<file path="src/rtl/seg_pkg.sv">
//------------------------------------------------------------------------------
// Module : seg_pkg
// Brief  : Shared types and active-low seven-segment constants.
// Rev    : 1.0
//------------------------------------------------------------------------------
`default_nettype none

package seg_pkg;

  typedef logic [3:0] nibble_t;
  typedef logic [6:0] seg_t;

  localparam seg_t       SEG_BLANK = 7'h7F;
  localparam logic [3:0] AN_OFF    = 4'hF;

  // {g,f,e,d,c,b,a}, active-low, glyphs 0..F
  localparam seg_t SEG_HEX [16] = '{
    7'h40, 7'h79, 7'h24, 7'h30, 7'h19, 7'h12, 7'h02, 7'h78,
    7'h00, 7'h10, 7'h08, 7'h03, 7'h46, 7'h21, 7'h06, 7'h0E
  };

endpackage

`default_nettype wire

</file>
<file path="src/rtl/hex7seg.sv">
//------------------------------------------------------------------------------
// Module : hex7seg
// Brief  : Combinational nibble to active-low seven-segment decoder.
// Rev    : 1.0
//------------------------------------------------------------------------------
`default_nettype none

module hex7seg
  import seg_pkg::*;
(
  input  nibble_t nib,
  output seg_t    seg
);

  assign seg = SEG_HEX[nib];

endmodule

`default_nettype wire

</file>
<file path="src/rtl/seg_scan_driver.sv">
//------------------------------------------------------------------------------
// Module : seg_scan_driver
// Brief  : 4-digit multiplexed seven-segment scanner with frame-aligned
//          double-buffered value and optional leading-zero blanking.
// Rev    : 1.0
//------------------------------------------------------------------------------
`default_nettype none

module seg_scan_driver
  import seg_pkg::*;
#(
  parameter int SCAN_DIV = 100000,
  parameter int CNT_W    = 17
) (
  input  logic        clk,
  input  logic        rst,
  input  logic [15:0] val_i,
  input  logic        load_i,
  input  logic        lz_en_i,
  output logic        ack_o,
  output logic        pend_o,
  output logic [6:0]  seg_o,
  output logic [3:0]  an_o
);

  localparam logic [CNT_W-1:0] CNT_LAST = CNT_W'(SCAN_DIV - 1);

  logic [CNT_W-1:0] cnt;
  logic [1:0]       idx;
  logic [15:0]      active;
  logic [15:0]      shadow;
  logic             pend;

  logic             tc;
  logic             boundary;
  nibble_t          cur_nib;
  seg_t             cur_seg;
  logic [3:0]       blank_mask;
  logic             cur_blank;

  assign tc       = (cnt == CNT_LAST);
  assign boundary = tc && (idx == 2'd3);
  assign cur_nib  = active[{idx, 2'b00} +: 4];

  // A digit is blank only if it and every more-significant nibble is zero.
  assign blank_mask[3] = (active[15:12] == 4'h0);
  assign blank_mask[2] = blank_mask[3] && (active[11:8] == 4'h0);
  assign blank_mask[1] = blank_mask[2] && (active[7:4]  == 4'h0);
  assign blank_mask[0] = 1'b0;
  assign cur_blank     = lz_en_i && blank_mask[idx];

  assign ack_o  = boundary && (pend || load_i);
  assign pend_o = pend;

  hex7seg u_dec (
    .nib (cur_nib),
    .seg (cur_seg)
  );

  always_ff @(posedge clk or posedge rst) begin
    if (rst) begin
      cnt    <= '0;
      idx    <= 2'd0;
      active <= 16'h0000;
      shadow <= 16'h0000;
      pend   <= 1'b0;
      seg_o  <= SEG_BLANK;
      an_o   <= AN_OFF;
    end else begin
      if (tc) begin
        cnt <= '0;
        idx <= idx + 2'd1;
      end else begin
        cnt <= cnt + 1'b1;
      end

      // A strobe landing on the boundary itself bypasses the shadow wait.
      if (boundary && load_i) begin
        active <= val_i;
        shadow <= val_i;
        pend   <= 1'b0;
      end else if (boundary && pend) begin
        active <= shadow;
        pend   <= 1'b0;
      end else if (load_i) begin
        shadow <= val_i;
        pend   <= 1'b1;
      end

      an_o  <= ~(4'b0001 << idx);
      seg_o <= cur_blank ? SEG_BLANK : cur_seg;
    end
  end

endmodule

`default_nettype wire

</file>
<file path="config.mk">
export PLATFORM = sky130hd
export DESIGN_NAME = seg_scan_driver
export DESIGN_NICKNAME = d
export VERILOG_FILES = /design/src/rtl/seg_pkg.sv /design/src/rtl/hex7seg.sv /design/src/rtl/seg_scan_driver.sv
export SDC_FILE = /design/constraint.sdc
export NUM_CORES = 1
export LEC_CHECK = 0
export ABC_AREA = 1
export CAP_MARGIN = 20
export CORE_MARGIN = 2
export CORE_UTILIZATION = 45
export CTS_BUF_LIST = sky130_fd_sc_hd__clkbuf_16
export DETAILED_ROUTE_END_ITERATION = 8
export GPL_TIMING_DRIVEN = 0
export PLACE_DENSITY = 0.68
export SYNTH_ARGS = -nofsm -noshare
export SYNTH_HDL_FRONTEND = slang
export SYNTH_SLANG_ARGS = --single-unit
</file>
<file path="constraint.sdc">
create_clock -name clk -period 3 [get_ports clk]
set_input_delay 0.6 -clock clk [delete_from_list [all_inputs] [get_ports clk]]
set_output_delay 0.6 -clock clk [all_outputs]
set_load 0.05 [all_outputs]
</file>
Word-level counts from Yosys, hierarchy flattened
Memory sizes are Yosys's and may differ from the RTL's.
Index checks and enable logic that the tools add are counted.
Operators by class
  $add $sub $neg: 2
  magnitude comparators: 2
  equal/unequal tests: 3
  shifts and indexed selects: 2
  mux-type cells: 14
  bitwise gates (word level): 2
  reduce and logical (&&, ||, !) cells: 15
Operators by type and width (count)
  two-way mux 16 bit: 5
  two-way mux 7 bit: 3
  adder 17 x 1 -> 17 bit, second input constant: 1
  equality test 17 bit, second input constant: 1
  two-way mux 17 bit: 1
  variable part select 16 x 5 -> 4 bit: 1
  logical NOT 4 bit: 3
  logical AND 1 bit: 7
  greater-or-equal comparator 5 bit, second input constant: 1
  inverter 4 -> 5 bit: 1
  two-way mux 1 bit: 4
  inverter 4 bit: 1
  nonzero test 2 bit: 2
  << shifter 1 x 2 -> 4 bit, first input constant: 1
  < comparator 2 x 3 -> 1 bit, second input constant: 1
  nonzero test 3 bit: 1
  adder 2 x 1 -> 2 bit, second input constant: 1
  binary-select mux 1 bit (select 2 bit): 1
  equality test 2 bit, second input constant: 1
  inequality test 2 bit, second input constant: 1
  AND reduction 2 bit: 1
  logical OR 1 bit: 1
Storage, ports and cells
  register bits after elaboration: 63
  ROM bits: 112
  bits of input ports: 20
  output and inout port bits: 13
  memories: 1
Memory list
  (no name shown): depth 16, width 7, read ports 1, clocked after memory_dff 0, write ports 0, RTL line hex7seg.sv:15  | assign seg = SEG_HEX[nib];

Logic depth before layout (Yosys ltp)
Gate-level depths: netlist of run 1.
  depth in word-level cells: 7
  depth in mapped cells: 11

Modules after synthesis
From an unflattened synthesis of run 1, not the netlist that was laid out.
Second synthesis, totals
  cells, all modules: 387
  area, all modules: 3204.3 um^2
Modules (own cells, without submodules)
  seg_scan_driver: instances 1, cells each 338, area an instance 2930.3 um^2, seq. area each 1590.3 um^2
  hex7seg: instances 1, cells each 49, area an instance 274.0 um^2, seq. area each 0.0 um^2

Worst setup path after synthesis of run 1
OpenSTA, ideal clock, no wires.
  path type: reg-to-output
  from: register cnt[0]
  to: output port ack_o
  arrival: 1.463 ns
  setup slack: 0.937 ns
  cell stages (with the launch flop): 9
  path buffers: 1
  cell sequence: dfrtp_1 ha_1 nand2_2 nor2_8 nand3_4 nor2_4 nand2_2 nor2_4 buf_4
Between the ends
  longest elaborated chain between the ends: 3
RTL lines
  start, declared: RTL line seg_scan_driver.sv:28  | logic [CNT_W-1:0] cnt;
  start signal, assigned: RTL line seg_scan_driver.sv:74  | cnt <= cnt + 1'b1;
  equality test 17 bit: RTL line seg_scan_driver.sv:41  | assign tc = (cnt == CNT_LAST);
  logical AND 1 bit: RTL line seg_scan_driver.sv:42  | assign boundary = tc && (idx == 2'd3);
  logical AND 1 bit: RTL line seg_scan_driver.sv:52  | assign ack_o = boundary && (pend || load_i);
  end, declared: RTL line seg_scan_driver.sv:20  | output logic ack_o,
No other way between the ends.

Final worst setup path of run 1
Ends and elaborated chain as after synthesis.

==> flow_summary.yaml, run 1 <==
run_status:
  outcome: "finished clean"
pwr:
  total_power_uw: 1980
  intPower_uw: 1550
  power_frac_clock_pct: 49.5
  max-vdd-ir-drop_mv: 0.304
  p_seq_share_pct: 45.0
  p_sw_share_pct: 21.5
  p_sw_uw: 426
  p_leak_uw: 0.00199
  comb_power_share_pct: 5.5
  power.density_nw_per_um2: 504
global_routing:
  track_usage_pct: 18.1
  grt_max_degree: 34
  grt_pass1_wl_um: 10900
  antenna_found_initial: 0
  grt_pass1_vias: 2504
  grt_overflow: 0
clock_network:
  cts-hold-fix-buffers: 0
  clk_pin_slew_ns: 0.05
  cts_tree: "done"
  cts_root_buf: "clkbuf_16"
  clk-insertion-delay-late_ns: 0.33
  cts_made_buffers: 9
  cts.sinks: 63
  cts.htree.levels: 3
  clk_path_buf_depth: 2
worst_setup_path:
  crit_fanout: 10
  worst_ep_required_time_ns: 2.40
  critPathLaunchType: "flop"
  crit_path_end_kind: "output port"
  critPathArrivalTime_ns: 2.22
  crit_type: "reg2out"
  rrSetupSlack_ns: 1.10
floorplanning:
  dieArea_um2: 7810
  core_region_area_um2: 6830
  dieWidth_um: 88.4
  io_pins: 33
  initial_core_util_pct: 46.9
  die_h_um: 88.4
  core.rowCount: 30
synthesis:
  yosys.area.top_type: "dfrtp_1"
  synth_nets: 426
  synth_cells: 395
  ys_warn_count: 0
  syn_avg_cell_area_um2: 8.11
  synth_xor_area_share_pct: 2.73
  synthMostInstantiatedCell: "nand2_1"
  netlist_area_um2: 3200
  synth_compound_area_share_pct: 3.98
  synthDistinctLibCells: 30
  synthTopCellsByArea: "dfrtp_1, nand2_1, dfstp_2"
  synthMuxAreaShare_pct: 0
  yosys-top-cells-count: "nand2_1, dfrtp_1, inv_1, nor2_1, nand3_1"
  synth_top_family_by_area: "simple AND/OR/NAND/NOR gates"
  yosysTopAreaCellShare_pct: 40.6
  synth-adder-area-share_pct: 4.30
  synth_edf_count: 0
  ys_ff_latch: 63
  ys_async_sr_fraction_pct: 100
  synthSimpleGateAreaFrac_pct: 31.9
  yosysSeqAreaShare_pct: 49.6
  synth_ff_type: "dfrtp_1"
sta:
  setup_viol: 0
  hold_violations: 0
  max_freq_mhz: 355
  slew_headroom_pct: 50.9
  maxSlewViolCount: 0
  rsz0062_at_grt: "no"
  finalCritPeriodShare_pct: 94.0
  fin_setup_tns_ns: 0
  finalClockSkew_ns: 0.00422
  min_period_ns: 2.82
  tightest_slew_ns: 0.735
placement:
  placement.cell_area_um2: 3650
  dp.final_hpwl_um: 4540
  dp.cells: 523
  io_buffers: 31
  place_congestion: 0.905
drt:
  vias: 2542
  drc: 0
  detail-route-antenna-nets: 0
  wire_per_inst_um: 11.4
  wirelength_um: 6140
  drtIter0Drc: 107
  avgViaCountPerCell: 4.72
  dr.pass1.iters: 4
final_layout:
  final_area_um2: 3930
  area_delta_synth_final_pct: 22.7
  num_antenna_cells: 0
  final_cells: 539
  n_fill_cell: 646
  multiInputGateArea_um2: 1380
  final_util_pct: 57.5
  drive_above_1_share_pct: 10.6
  regArea_um2: 1590
  nets: 469
min_path:
  hp-class: "reg2reg"
flow_run:
  max_cap_violations: 0
-- cell type report --
type | instances | area share [%]
multi-input combinational | 272 | 35.0
inverter | 53 | 5.06
tap | 96 | 3.06
sequential | 63 | 40.5
buffer | 7 | 1.02
timing repair buffer | 32 | 8.27
clock inverter | 7 | 1.43
clock buffer | 9 | 5.73
-- state kept, by name, summed over array words and instances, names as in the netlist --
register,flops
pend_o,1
an_o,4
idx,2
shadow,16
cnt,17
active,16
seg_o,7
-- power groups by stage --
stage               combinational, µW  clock [µW]  sequential [µW]
floorplan                        58.3           0              909
global placement                  106           0              903
detailed placement                112           0              904
CTS                               112        1000              890
global route                      126        1040              892
finish                            109         981              890
-- kinds of logic after synthesis --
group / count (synthesis)
xor gates and xnor gates: 10
adders and majority gates: 11
DFF: 63
buffers and inverters: 60
and+or+nand+nor: 226
AOI/OAI and AO/OA: 25
-- final timing paths --
kind	to	startpoint	depth (start not counted)
setup / recovery	ack_o	cnt[0]	9
setup reg to reg	cnt[16]	cnt[0]	6
max in group asynchronous	active[2]	rst	3
min in group asynchronous	cnt[16]	rst	2
hold / removal	cnt[0]	cnt[0]	1
hold reg to reg	cnt[0]	cnt[0]	1
-- layer usage --
| layer | GRT usage (%) | wire, µm |
|---|---|---|
| met5 | 0 | 0 |
| met4 | 8.95 | 131 |
| met3 | 3.92 | 179 |
| met2 | 29.9 | 2970 |
| met1 | 22.6 | 2860 |
-- metrics by stage --
step | setup slack (ns) | hold WS [ns]
floorplan | 0.848 | 0.433
global placement | -0.232 | 0.445
detailed placement | -0.0314 | 0.452
CTS | 0.0405 | 0.462
global route | 0.0207 | 0.498
finish | 0.180 | 0.458
-- timing repair --
item / CTS / global route
resized for setup: 3 / 2
gates cloned: 0 / 0
endpoints found under the setup margin: 1 / 1
buffers inserted: 0 / 0
-- critical path, stage by stage (launching register included) --
cell and delay, ns:
dfrtp_1 0.36, ha_1 0.25, nand2_2 0.13, nor2_8 0.16
nand3_4 0.12, nor2_4 0.20, nand2_2 0.10, nor2_4 0.11
buf_4 0.17, buf_2 0.28
-- layout by cell type, fill, tap and decap left out, types with 2 or more instances in the layout --
master	count
a21oi_1	8
buf_1	2
buf_2	3
clkbuf_16	9
clkdlybuf4s50_1	30
clkinv_1	2
clkinv_2	3
dfrtp_1	52
dfstp_2	11
ha_1	11
inv_1	51
inv_2	3
nand2_1	135
nand2_2	2
nand3_1	21
nand3_4	2
nand4_1	9
nor2_1	36
nor2_2	3
nor2_4	3
nor3_1	7
nor3b_1	3
o21ai_0	15
xor2_1	10
Power figures use the tool's default switching activity.
==> inputs of run 2 (changes only) <==
CTS_BUF_LIST = sky130_fd_sc_hd__clkbuf_2 sky130_fd_sc_hd__clkbuf_4 sky130_fd_sc_hd__clkbuf_8   (was sky130_fd_sc_hd__clkbuf_16)
==> flow_summary.yaml, run 2 (synthesized netlist as in run 1, its figures left out) <==
run_status:
  outcome: "finished clean"
drt:
  wire_per_inst_um: 11.3
  drtIter0Drc: 118
  wirelength_um: 6110
  detail-route-antenna-nets: 0
  vias: 2535
  drc: 0
  dr.pass1.iters: 4
  avgViaCountPerCell: 4.70
placement:
  dp.final_hpwl_um: 4540
  place_congestion: 0.905
  dp_slack_ns: -0.0314
  io_buffers: 31
  dp.cells: 523
sta:
  finalClockSkew_ns: 0.00725
  hold_violations: 0
  fin_ws_ns: 0.194
  rsz0062_at_grt: "no"
  min_period_ns: 2.81
  maxSlewViolCount: 0
  slew_headroom_pct: 51.0
  finalCritPeriodShare_pct: 93.5
  setup_viol: 0
  max_freq_mhz: 356
  tightest_slew_ns: 0.733
  hold_ws_ns: 0.460
global_routing:
  track_usage_pct: 18.0
  grtUsageMet2_pct: 29.3
  grt_pass1_wl_um: 10800
  antenna_found_initial: 0
  grt_pass1_vias: 2473
  grt_overflow: 0
  top_usage_layer: "met2"
  grt_max_degree: 34
  use_met1_pct: 22.5
  global_route.usage.met3_pct: 4.76
worst_setup_path:
  worst_ep_required_time_ns: 2.40
  reg2reg_from: "cnt[0]"
  critPathArrivalTime_ns: 2.21
  critPathMaxStageDelay_ns: 0.37
  crit_type: "reg2out"
  worstPathCellList: "ha_1, nand2_2, nor2_8, nand3_4, nor2_4, nand2_2, nor2_4, buf_4, clkbuf_4"
  cp_top_family: "simple AND/OR/NAND/NOR gates"
  crit_fanout: 10
  worstSetupStartpoint: "cnt[0]"
  critPathLaunchType: "flop"
  worst-path-buf-inv: 2
  crit_path_end_kind: "output port"
  slowest_stage: "dfrtp_1"
final_layout:
  num_antenna_cells: 0
  area_delta_synth_final_pct: 20.3
  largest_reg_flops: 17
  final_cells: 539
  regMostFlops: "cnt"
  nets: 469
  final_common_cell: "nand2_1"
  drive_above_1_share_pct: 11.3
  n_fill_cell: 661
  most-common-layout-cells: "nand2_1, dfrtp_1, inv_1"
  largest_registers: "cnt (17), active (16), shadow (16)"
clock_network:
  post_cts_resized: 3
  cts_root_buf: "clkbuf_8"
  cts.htree.levels: 3
  cts_tree: "done"
  clk_path_buf_depth: 2
  clk-insertion-delay-late_ns: 0.34
  cts-hold-fix-buffers: 0
  post_cts_buffers: 0
  cts_made_buffers: 9
  cts.sinks: 63
  clk_pin_slew_ns: 0.07
flow_run:
  max_cap_violations: 0
floorplanning:
  initial_core_util_pct: 46.9
  dieArea_um2: 7810
  io_pins: 33
  core.rowCount: 30
  die_h_um: 88.4
  dieWidth_um: 88.4
  core_region_area_um2: 6830
min_path:
  hp-start: "cnt[0]"
  hp-class: "reg2reg"
pwr:
  max-vdd-ir-drop_mv: 0.223
  p_leak_uw: 0.00195
  power.density_nw_per_um2: 453
  total_power_uw: 1750
## run 2: changes by cell type in the layout (fill, tap and decap cells not counted)
cell | previous run | this run
clkinv_1 | 2 | 0
clkbuf_16 | 9 | 0
clkbuf_8 | 0 | 11
buf_2 | 3 | 2
clkbuf_4 | 0 | 2
inv_1 | 51 | 50
## run 2: worst paths after layout
path / endpoint / cells past startpoint / slack [ns]
min in group asynchronous: cnt[16] / 2 / 0.67
worst min register to register: cnt[0] / 1 / 0.46
worst max-delay path: ack_o / 9 / 0.19
max in group asynchronous: active[2] / 3 / 1.73
worst max register to register: cnt[10] / 6 / 1.10
worst min-delay path: cnt[0] / 1 / 0.46
## run 2: metal layers
| metal | share of wire, % | wire length (µm) |
|---|---|---|
| met3 | 3.8 | 230 |
| met2 | 48 | 2920 |
| met4 | 1.7 | 103 |
| met5 | 0 | 0 |
| met1 | 47 | 2860 |
## run 2: area by class of cell
cell class	instances	area [µm²]	area share [%]
buffer	7	40.0	1.04
tap	96	120	3.11
sequential	63	1590	41.2
timing repair buffer	32	328	8.50
clock inverter	4	45.0	1.17
clock buffer	12	159	4.12
multi-input combinational	272	1380	35.7
inverter	53	199	5.16
## run 2: worst register-to-register path, stage by stage (launching register included)
cell	delay (ns)
dfrtp_1	0.37
ha_1	0.25
nand2_2	0.13
nor2_8	0.17
nand3_1	0.12
nor3b_1	0.62
nor2_1	0.11
## run 2: per-stage QoR
step | TNS [ns] | utilization (%) | instance area [µm²]
after global placement | -11.93 | 53.2 | 3630
after detailed placement | -0.0314 | 53.5 | 3650
after CTS | 0 | 56.5 | 3860
after global routing | 0 | 56.4 | 3860
after floorplan | 0 | - | 3200
final | 0 | 56.4 | 3860
## run 2: where the power goes
part | total [µW] | switching, µW | internal (µW)
sequential | 889 | 10.2 | 878
clock | 748 | 314 | 434
combinational | 109 | 63.2 | 46.0
==> inputs of run 3 (changes only) <==
SYNTH_HIERARCHICAL = 1   (was default)
==> flow_summary.yaml, run 3 <==
synthesis:
  ys_warn_count: 6
  netlist_area_um2: 3200
  synth_cells: 387
  synth_edf_count: 0
  syn_avg_cell_area_um2: 8.28
  synth_ff_type: "dfrtp_1"
  yosysSeqAreaShare_pct: 49.6
  yosys-top-cells-count: "nand2_1, inv_1, dfrtp_1, nand3_1, nor2_1"
  synthDistinctLibCells: 28
  synthTopCellsByArea: "dfrtp_1, nand2_1, dfstp_2"
  ys_async_sr_fraction_pct: 100
  synth_nets: 419
  ys_ff_latch: 63
  yosys.area.top_type: "dfrtp_1"
  yosysTopAreaCellShare_pct: 40.6
  synthMostInstantiatedCell: "nand2_1"
final_layout:
  most-common-layout-cells: "nand2_1, inv_1, dfrtp_1"
  drive_above_1_share_pct: 13.3
  regMostFlops: "cnt"
  largest_reg_flops: 17
  largest_registers: "cnt (17), active (16), shadow (16)"
  num_antenna_cells: 0
  final_cells: 531
  n_fill_cell: 640
  final_common_cell: "nand2_1"
  nets: 462
  area_delta_synth_final_pct: 21.6
clock_network:
  clk-insertion-delay-late_ns: 0.33
  cts_made_buffers: 9
  cts.htree.levels: 3
  post_cts_resized: 3
  post_cts_buffers: 0
  cts-hold-fix-buffers: 0
  clk_path_buf_depth: 2
  cts_root_buf: "clkbuf_8"
  clk_pin_slew_ns: 0.06
  cts_tree: "done"
  cts.sinks: 63
floorplanning:
  io_pins: 33
  dieWidth_um: 88.4
  core_region_area_um2: 6830
  core.rowCount: 30
  initial_core_util_pct: 46.9
  die_h_um: 88.4
  dieArea_um2: 7810
drt:
  dr.pass1.iters: 4
  detail-route-antenna-nets: 0
  vias: 2464
  drc: 0
  wirelength_um: 5810
  avgViaCountPerCell: 4.64
  wire_per_inst_um: 10.9
  drtIter0Drc: 156
worst_setup_path:
  critPathLaunchType: "flop"
  worst_ep_required_time_ns: 2.40
  crit_fanout: 9
  crit_path_end_kind: "output port"
  crit_type: "reg2out"
  critPathArrivalTime_ns: 2.13
sta:
  tightest_slew_ns: 0.706
  finalCritPeriodShare_pct: 90.9
  hold_ws_ns: 0.460
  slew_headroom_pct: 52.9
  fin_setup_tns_ns: 0
  min_period_ns: 2.73
  hold_violations: 0
  setup_viol: 0
  finalClockSkew_ns: 0.00884
  rsz0062_at_grt: "no"
  maxSlewViolCount: 0
  max_freq_mhz: 367
pwr:
  p_seq_share_pct: 47.8
  p_sw_uw: 352
  p_sw_share_pct: 19.2
  intPower_uw: 1480
  comb_power_share_pct: 4.3
  max-vdd-ir-drop_mv: 0.347
  power_frac_clock_pct: 47.8
  p_leak_uw: 0.00195
  power.density_nw_per_um2: 470
run_status:
  outcome: "finished clean"
flow_run:
  max_cap_violations: 0
global_routing:
  grt_pass1_vias: 2296
  grt_max_degree: 35
  antenna_found_initial: 0
  grt_pass1_wl_um: 10200
  track_usage_pct: 16.8
  grt_overflow: 0
placement:
  io_buffers: 31
  place_congestion: 0.894
  dp.final_hpwl_um: 4300
  dp.cells: 515
min_path:
  hp-class: "reg2reg"
[run 3: critical path, cell delays in order (launching register included)]
cell	delay, ns
dfrtp_1	0.37
ha_1	0.19
nand3_1	0.21
inv_2	0.14
nand2_1	0.10
nor2_4	0.18
nand3_4	0.15
inv_2	0.17
buf_2	0.29
[run 3: kinds of logic after synthesis]
kind of cell | count (synthesis) | share of synthesized area, %
xor+xnor | 11 | 3.01
compound gates | 35 | 5.74
fa+ha+maj | 12 | 4.69
simple gates | 172 | 23.5
flops | 63 | 49.6
buf+inv | 86 | 10.7
mux | 8 | 2.81
[run 3: final cells by class]
type                       count  area (µm²)  area share, %
inverter                      78         293           7.51
multi-input combinational    238        1270           32.7
clock buffer                  14         186           4.78
buffer                         8        48.8           1.25
tap                           96         120           3.08
timing repair buffer          32         325           8.35
clock inverter                 2        60.1           1.54
sequential                    63        1590           40.8
[run 3: final timing paths]
check | from | to | slack [ns] | depth (start not counted)
min reg2reg | cnt[0] | cnt[0] | 0.46 | 1
max in group asynchronous | rst | an_o[3] | 1.64 | 3
min | cnt[0] | cnt[0] | 0.46 | 1
min in group asynchronous | rst | cnt[8] | 0.71 | 2
max | cnt[0] | ack_o | 0.27 | 8
max reg2reg | idx[0] | seg_o[3] | 0.42 | 13
[run 3: power by group through the flow]
| stage | clock (µW) | sequential [µW] | combinational [µW] |
|---|---|---|---|
| floorplan | 0 | 889 | 44.0 |
| global placement | 0 | 890 | 77.1 |
| detailed placement | 0 | 891 | 82.1 |
| CTS | 897 | 876 | 82.1 |
| global route | 936 | 877 | 90.8 |
| finish | 876 | 876 | 79.2 |
[run 3: stage by stage]
step	cell area (µm²)	util [%]	worst slack [ns]	total power [µW]
floorplan	3200	-	0.848	933
global placement	3630	53.2	-0.255	967
detailed placement	3650	53.5	0.0461	973
CTS	3900	57.1	0.114	1850
global route	3900	57.0	0.105	1900
finish	3900	57.0	0.273	1830
[run 3: metal layers]
metal / track usage, % / share of wire (%) / wire, µm
met5: 0 / 0 / 0
met4: 6.20 / 1.7 / 100
met1: 21.7 / 49 / 2860
met3: 3.64 / 3.1 / 182
met2: 27.8 / 46 / 2670
==> patch 1, RTL diff (flow settings as in run 1) <==
The parameter `CNT_W` goes from 17 to 34.
--- a/src/rtl/seg_scan_driver.sv
+++ b/src/rtl/seg_scan_driver.sv
@@ -10,7 +10,7 @@
   import seg_pkg::*;
 #(
   parameter int SCAN_DIV = 100000,
-  parameter int CNT_W    = 17
+  parameter int CNT_W    = 34
 ) (
   input  logic        clk,
   input  logic        rst,
Function: no difference found for any inputs over 10 cycles, from zero or initial values and one cycle with rst high; that may be too few to reach the edited logic, so the function may still have changed.
==> patch 1 against run 1 <==
  * Wire length grew 55%
  * Count of clock-buffer cells in the layout is the same
  * Setup slack gained 0.012 ns
  * Non-clock buffer count grew 2
  * Area after synthesis grew 35%
  * Power grew 15%
  * Core utilization shrank 2.4 points
  * Final area grew 30%
  * Sequential cell count grew 17
  * Critical path depth shrank 1
  * Critical path type unchanged
  * Critical endpoint unchanged
  * Largest cell class unchanged
  * Highest routed layer unchanged
==> patch 1: results (changes against run 1) <==
hold crit path type - flip-flop to flip-flop
placed cells - 704 (+35%)
overall via count from detail_route - 3,486 (+37%)
number of cells on the worst hold path - 2 (+1)
Net Sw Frac - 0.217 (+0.00162)
met1 Use GR - 0.275 (+0.0499)
fraction of layout cells with a size suffix above 1 - 0.120 (+0.0140)
Synth Net Count - 573 (+35%)
reg2reg setup slack - 0.91 ns (-0.19 ns)
Synth Area in Compound Gates - 0.0399 (+0.000114)
Post-layout nets - 617 (+32%)
met1 WL - 4530 um (+59%)
Max Used Layer - met4
routability cong. - 0.899 (-0.66%)
met3 usage - 0.0308 (-0.00840)
Fillers - 897 (+39%)
GRT Resource Usage Total - 0.199 (+0.0181)
synth unique cells - 32 (+6.7%)
combinational power - 0.0872 mW (-20%)
hold path start - active[11]
vias in the first global route - 3,441 (+37%)
M2 GR Usage - 0.316 (+0.0171)
global-route wire length before repair - 16,200 um (+49%)
worst stage delay on the critical path - 0.45 ns (+0.09 ns)
multiplexer share of the synthesized area - 0.0234 (+0.0234)
drt first pass iters - 5 (+1)
sequential share of the synthesized area - 0.466 (-0.0300)
Max VDD drop - 0.000244 V (-20%)
reg-to-reg critical path startpoint - idx[0]
biggest regs - cnt x34, active x16, shadow x16
xor-xnor portion of the synthesized cell area - 0.0483 (+0.0210)
Initial DRC Count - 204 (+91%)
status - complete, no violations
synth cell count leaders - 139 x nand2_1, 98 x inv_1, 69 x dfrtp_1
synthesized instance count - 542 (+37%)
largest net degree at the start of global routing - 54 (+59%)
WL final - 9510 um (+55%)
R2R depth - 10 (+4)
Static Leak - 2.57 nW (+29%)
worst r2r dst - seg_o[3]
CP max-delay cell - dfrtp_2
Synth Area in Adders - 0.0318 (-0.0111)
Max transition margin - 0.651 (+0.142)
largest cells by area after synthesis - dfrtp_1 40%, nand2_1 12%, inv_1 8.5%
Clock Skew - 0.00746 ns (+0.00324 ns)
routed wl met2 - 4510 um (+52%)
routed wl met3 - 294 um (+64%)
==> patch 1: worst reg2reg max path, cell delays in order (launching register included) <==
cell and delay (ns):
dfrtp_1 0.44, buf_2 0.22, o21ai_0 0.17, a21oi_1 0.08, nor2_1 0.33, inv_1 0.15, ha_1 0.22, nand2_1 0.11
o21ai_0 0.12, nand2_1 0.08, nand3_1 0.09
==> patch 1: metrics by stage <==
| step | setup WS [ns] | area, sq um | util | power, mW | hold WS [ns] |
|---|---|---|---|---|---|
| finish | 0.192 | 5120 | 0.552 | 2.27 | 0.480 |
| global route | 0.0417 | 5120 | 0.552 | 2.34 | 0.510 |
| CTS | 0.0907 | 5120 | 0.552 | 2.29 | 0.485 |
| detailed placement | -0.259 | 4830 | 0.521 | 1.21 | 0.470 |
| global placement | -0.986 | 4800 | 0.518 | 1.21 | 0.471 |
| floorplan | 0.366 | 4320 | - | 1.17 | 0.444 |
==> patch 1: final cells by class <==
cell class | count | share of cell area
Sequential cell | 80 | 0.394
Multi-Input combinational cell | 350 | 0.361
Inverter | 104 | 0.0774
Timing Repair Buffer | 33 | 0.0669
Clock buffer | 9 | 0.0440
Tap cell | 129 | 0.0315
Buffer | 8 | 0.0129
Clock inverter | 7 | 0.0125
==> patch 1: logic make-up (layout without fill, tap and decap cells) <==
| logic type | after synthesis | count (layout) |
|---|---|---|
| AND/OR/NAND/NOR | 274 | 274 |
| flip-flops | 80 | 80 |
| buffers and inverters | 112 | 161 |
| adder cells (fa/ha/maj) | 11 | 11 |
| XOR/XNOR | 23 | 23 |
| multiplexers | 9 | 9 |
| AO/OA/AOI/OAI | 33 | 33 |
==> patch 1: repair_timing <==
action	in CTS	in global routing
setup endpoints to repair	1	1
cloned	0	0
gates resized for setup	6	1
==> patch 2, RTL diff (config.mk and constraints of run 1) <==
Made on the original files. Register the output `seg_o` once more, with the module's reset; this adds one clock of latency there. The other outputs are not delayed to match.
--- a/src/rtl/seg_scan_driver.sv
+++ b/src/rtl/seg_scan_driver.sv
@@ -24,6 +24,8 @@
 );
 
   localparam logic [CNT_W-1:0] CNT_LAST = CNT_W'(SCAN_DIV - 1);
+
+  logic [6:0] seg_s0;
 
   logic [CNT_W-1:0] cnt;
   logic [1:0]       idx;
@@ -64,7 +66,7 @@
       active <= 16'h0000;
       shadow <= 16'h0000;
       pend   <= 1'b0;
-      seg_o  <= SEG_BLANK;
+      seg_s0 <= SEG_BLANK;
       an_o   <= AN_OFF;
     end else begin
       if (tc) begin
@@ -88,7 +90,15 @@
       end
 
       an_o  <= ~(4'b0001 << idx);
-      seg_o <= cur_blank ? SEG_BLANK : cur_seg;
+      seg_s0 <= cur_blank ? SEG_BLANK : cur_seg;
+    end
+  end
+
+  always_ff @(posedge clk or posedge rst) begin
+    if (rst) begin
+      seg_o <= '0;
+    end else begin
+      seg_o <= seg_s0;
     end
   end
 
Check against the original RTL: not equivalent (Yosys sat finds a counterexample within 4 cycles, from zero or initial values and one cycle with rst high).
==> patch 2 against run 1 <==
  * Non-clock buffer count decreased by 1
  * Synthesized cell count increased by 2.8%
  * Sequential share of layout area increased by 2.1 points
  * Worst hold slack got worse by 0.070 ns
  * Die area increased by 5.9%
  * Sequential cell count increased by 7
  * Core utilization decreased by 0.67 points
  * Power increased by 9.9%
  * Setup slack improved by 0.041 ns
  * Area after synthesis increased by 6.2%
  * Wire length increased by 4.7%
  * Final area increased by 5.5%
  * Critical path type unchanged
  * Critical endpoint unchanged
  * Largest power group unchanged
==> patch 2: results (changes against run 1) <==
status - complete, no violations
Clock Latency Late Sink - 0.33 ns (about the same)
Net Sw Frac - 0.206 (-0.00878)
P_seq - 0.978 mW (+9.9%)
synth unique cells - 29 (-3.3%)
Final HPWL DP - 4630 um (+2.0%)
xor-xnor portion of the synthesized cell area - 0.0283 (+0.000986)
Max VDD drop - 0.000376 V (+24%)
met3 usage - 0.0357 (-0.00349)
vias in the first global route - 2,528 (+0.96%)
placed cells - 536 (+2.5%)
GRT Resource Usage Total - 0.173 (-0.00800)
routability cong. - 0.906 (+0.18%)
Clk. pwr - 1.11 mW (+13%)
Clk network pwr share - 0.509 (+0.014)
Non-Filler Instances - 552 (+2.4%)
largest cells by area after synthesis - dfrtp_1 43%, nand2_1 13%, dfstp_2 8.5%
overall via count from detail_route - 2,623 (+3.2%)
Post-layout nets - 479 (+2.1%)
Clock Skew - 0.00417 ns (-0.0000509 ns)
Least-Margin Pin Slew - 0.834 ns (+0.0990 ns)
Synth Area in Adders - 0.0405 (-0.00250)
global-route wire length before repair - 11,600 um (+6.1%)
WL/cell - 11.6 um (+2.2%)
sequential share of the synthesized area - 0.519 (+0.0227)
synthesized instance count - 406 (+2.8%)
hold path start - seg_s0[3]
reg2reg setup slack - 1.03 ns (-0.07 ns)
met1 Use GR - 0.238 (+0.0122)
number of cells on the worst hold path - 0 (-1)
R2R depth - 9 (+3)
largest net degree at the start of global routing - 71 (+110%)
Static Leak - 2.06 nW (+3.4%)
Synth Net Count - 437 (+2.6%)
synth cell count leaders - 121 x nand2_1, 59 x dfrtp_1, 53 x inv_1
worst r2r dst - active[5]
Initial DRC Count - 113 (+5.6%)
Max Buffers Root-to-Sink - 2 (unchanged)
crit path max fanout - 9 (-1)
Worst Hold End - seg_o[3]
fraction of layout cells with a size suffix above 1 - 0.119 (+0.0131)
Synth Area in Compound Gates - 0.0427 (+0.00283)
M2 GR Usage - 0.260 (-0.0382)
-- patch 2: changes by cell type in the layout (fill, tap and decap cells not counted), moves of 3 or more --
cell      before  now
nand2_1      135  121
dfrtp_1       52   59
nand3_1       21   28
nor2_1        36   30
inv_2          3    8
nand4_1        9   14
o21ai_0       15   10
a21oi_1        8   11
clkbuf_1       1    4
o21ai_1        1    4
-- patch 2: metal layers --
| layer | up-vias | wire length (um) |
|---|---|---|
| li1 | 1362 | - |
| met1 | 1195 | 3110 |
| met2 | 54 | 2940 |
| met3 | 12 | 221 |
| met4 | 0 | 161 |
| met5 | - | 0 |
-- patch 2: stage by stage --
step	hold WS (ns)	area [sq um]	TNS, ns	setup slack, ns	util
6_report	0.387	4150	0	0.221	0.569
5_1_grt	0.392	4150	0	0.0460	0.569
4_1_cts	0.388	4150	0	0.0607	0.570
3_5_place_dp	0.381	3840	-0.0166	-0.0166	0.526
3_3_place_gp	0.380	3840	-27.94	-0.478	0.526
2_1_floorplan	0.379	3400	0	0.650	-
-- patch 2: final cells by class --
cell class	instances	area (sq um)
clock inverters	7	88.8
clock buffers	9	225
repair buffers	31	305
multi-input cells	268	1370
inverters	61	231
plain buffers	7	36.3
flip-flops and latches	70	1770
fillers	660	3140
well taps	99	124
-- patch 2: how the worst max path moves through the flow --
| stage | startpoint | to | slack (ns) | cells past startpoint |
|---|---|---|---|---|
| floorplan | rst | active[0] | 0.65 | 1 |
| global placement | rst | shadow[5] | -0.48 | 2 |
| detailed placement | cnt[0] | ack_o | -0.02 | 8 |
| CTS | cnt[0] | ack_o | 0.06 | 8 |
| global route | cnt[0] | ack_o | 0.05 | 8 |
| finish | cnt[0] | ack_o | 0.22 | 8 |
-- patch 2: repair_timing --
item,CTS,global route
resized for setup,3,2
hold buffers,0,0
endpoints found under the setup margin,1,1
cloned,0,0
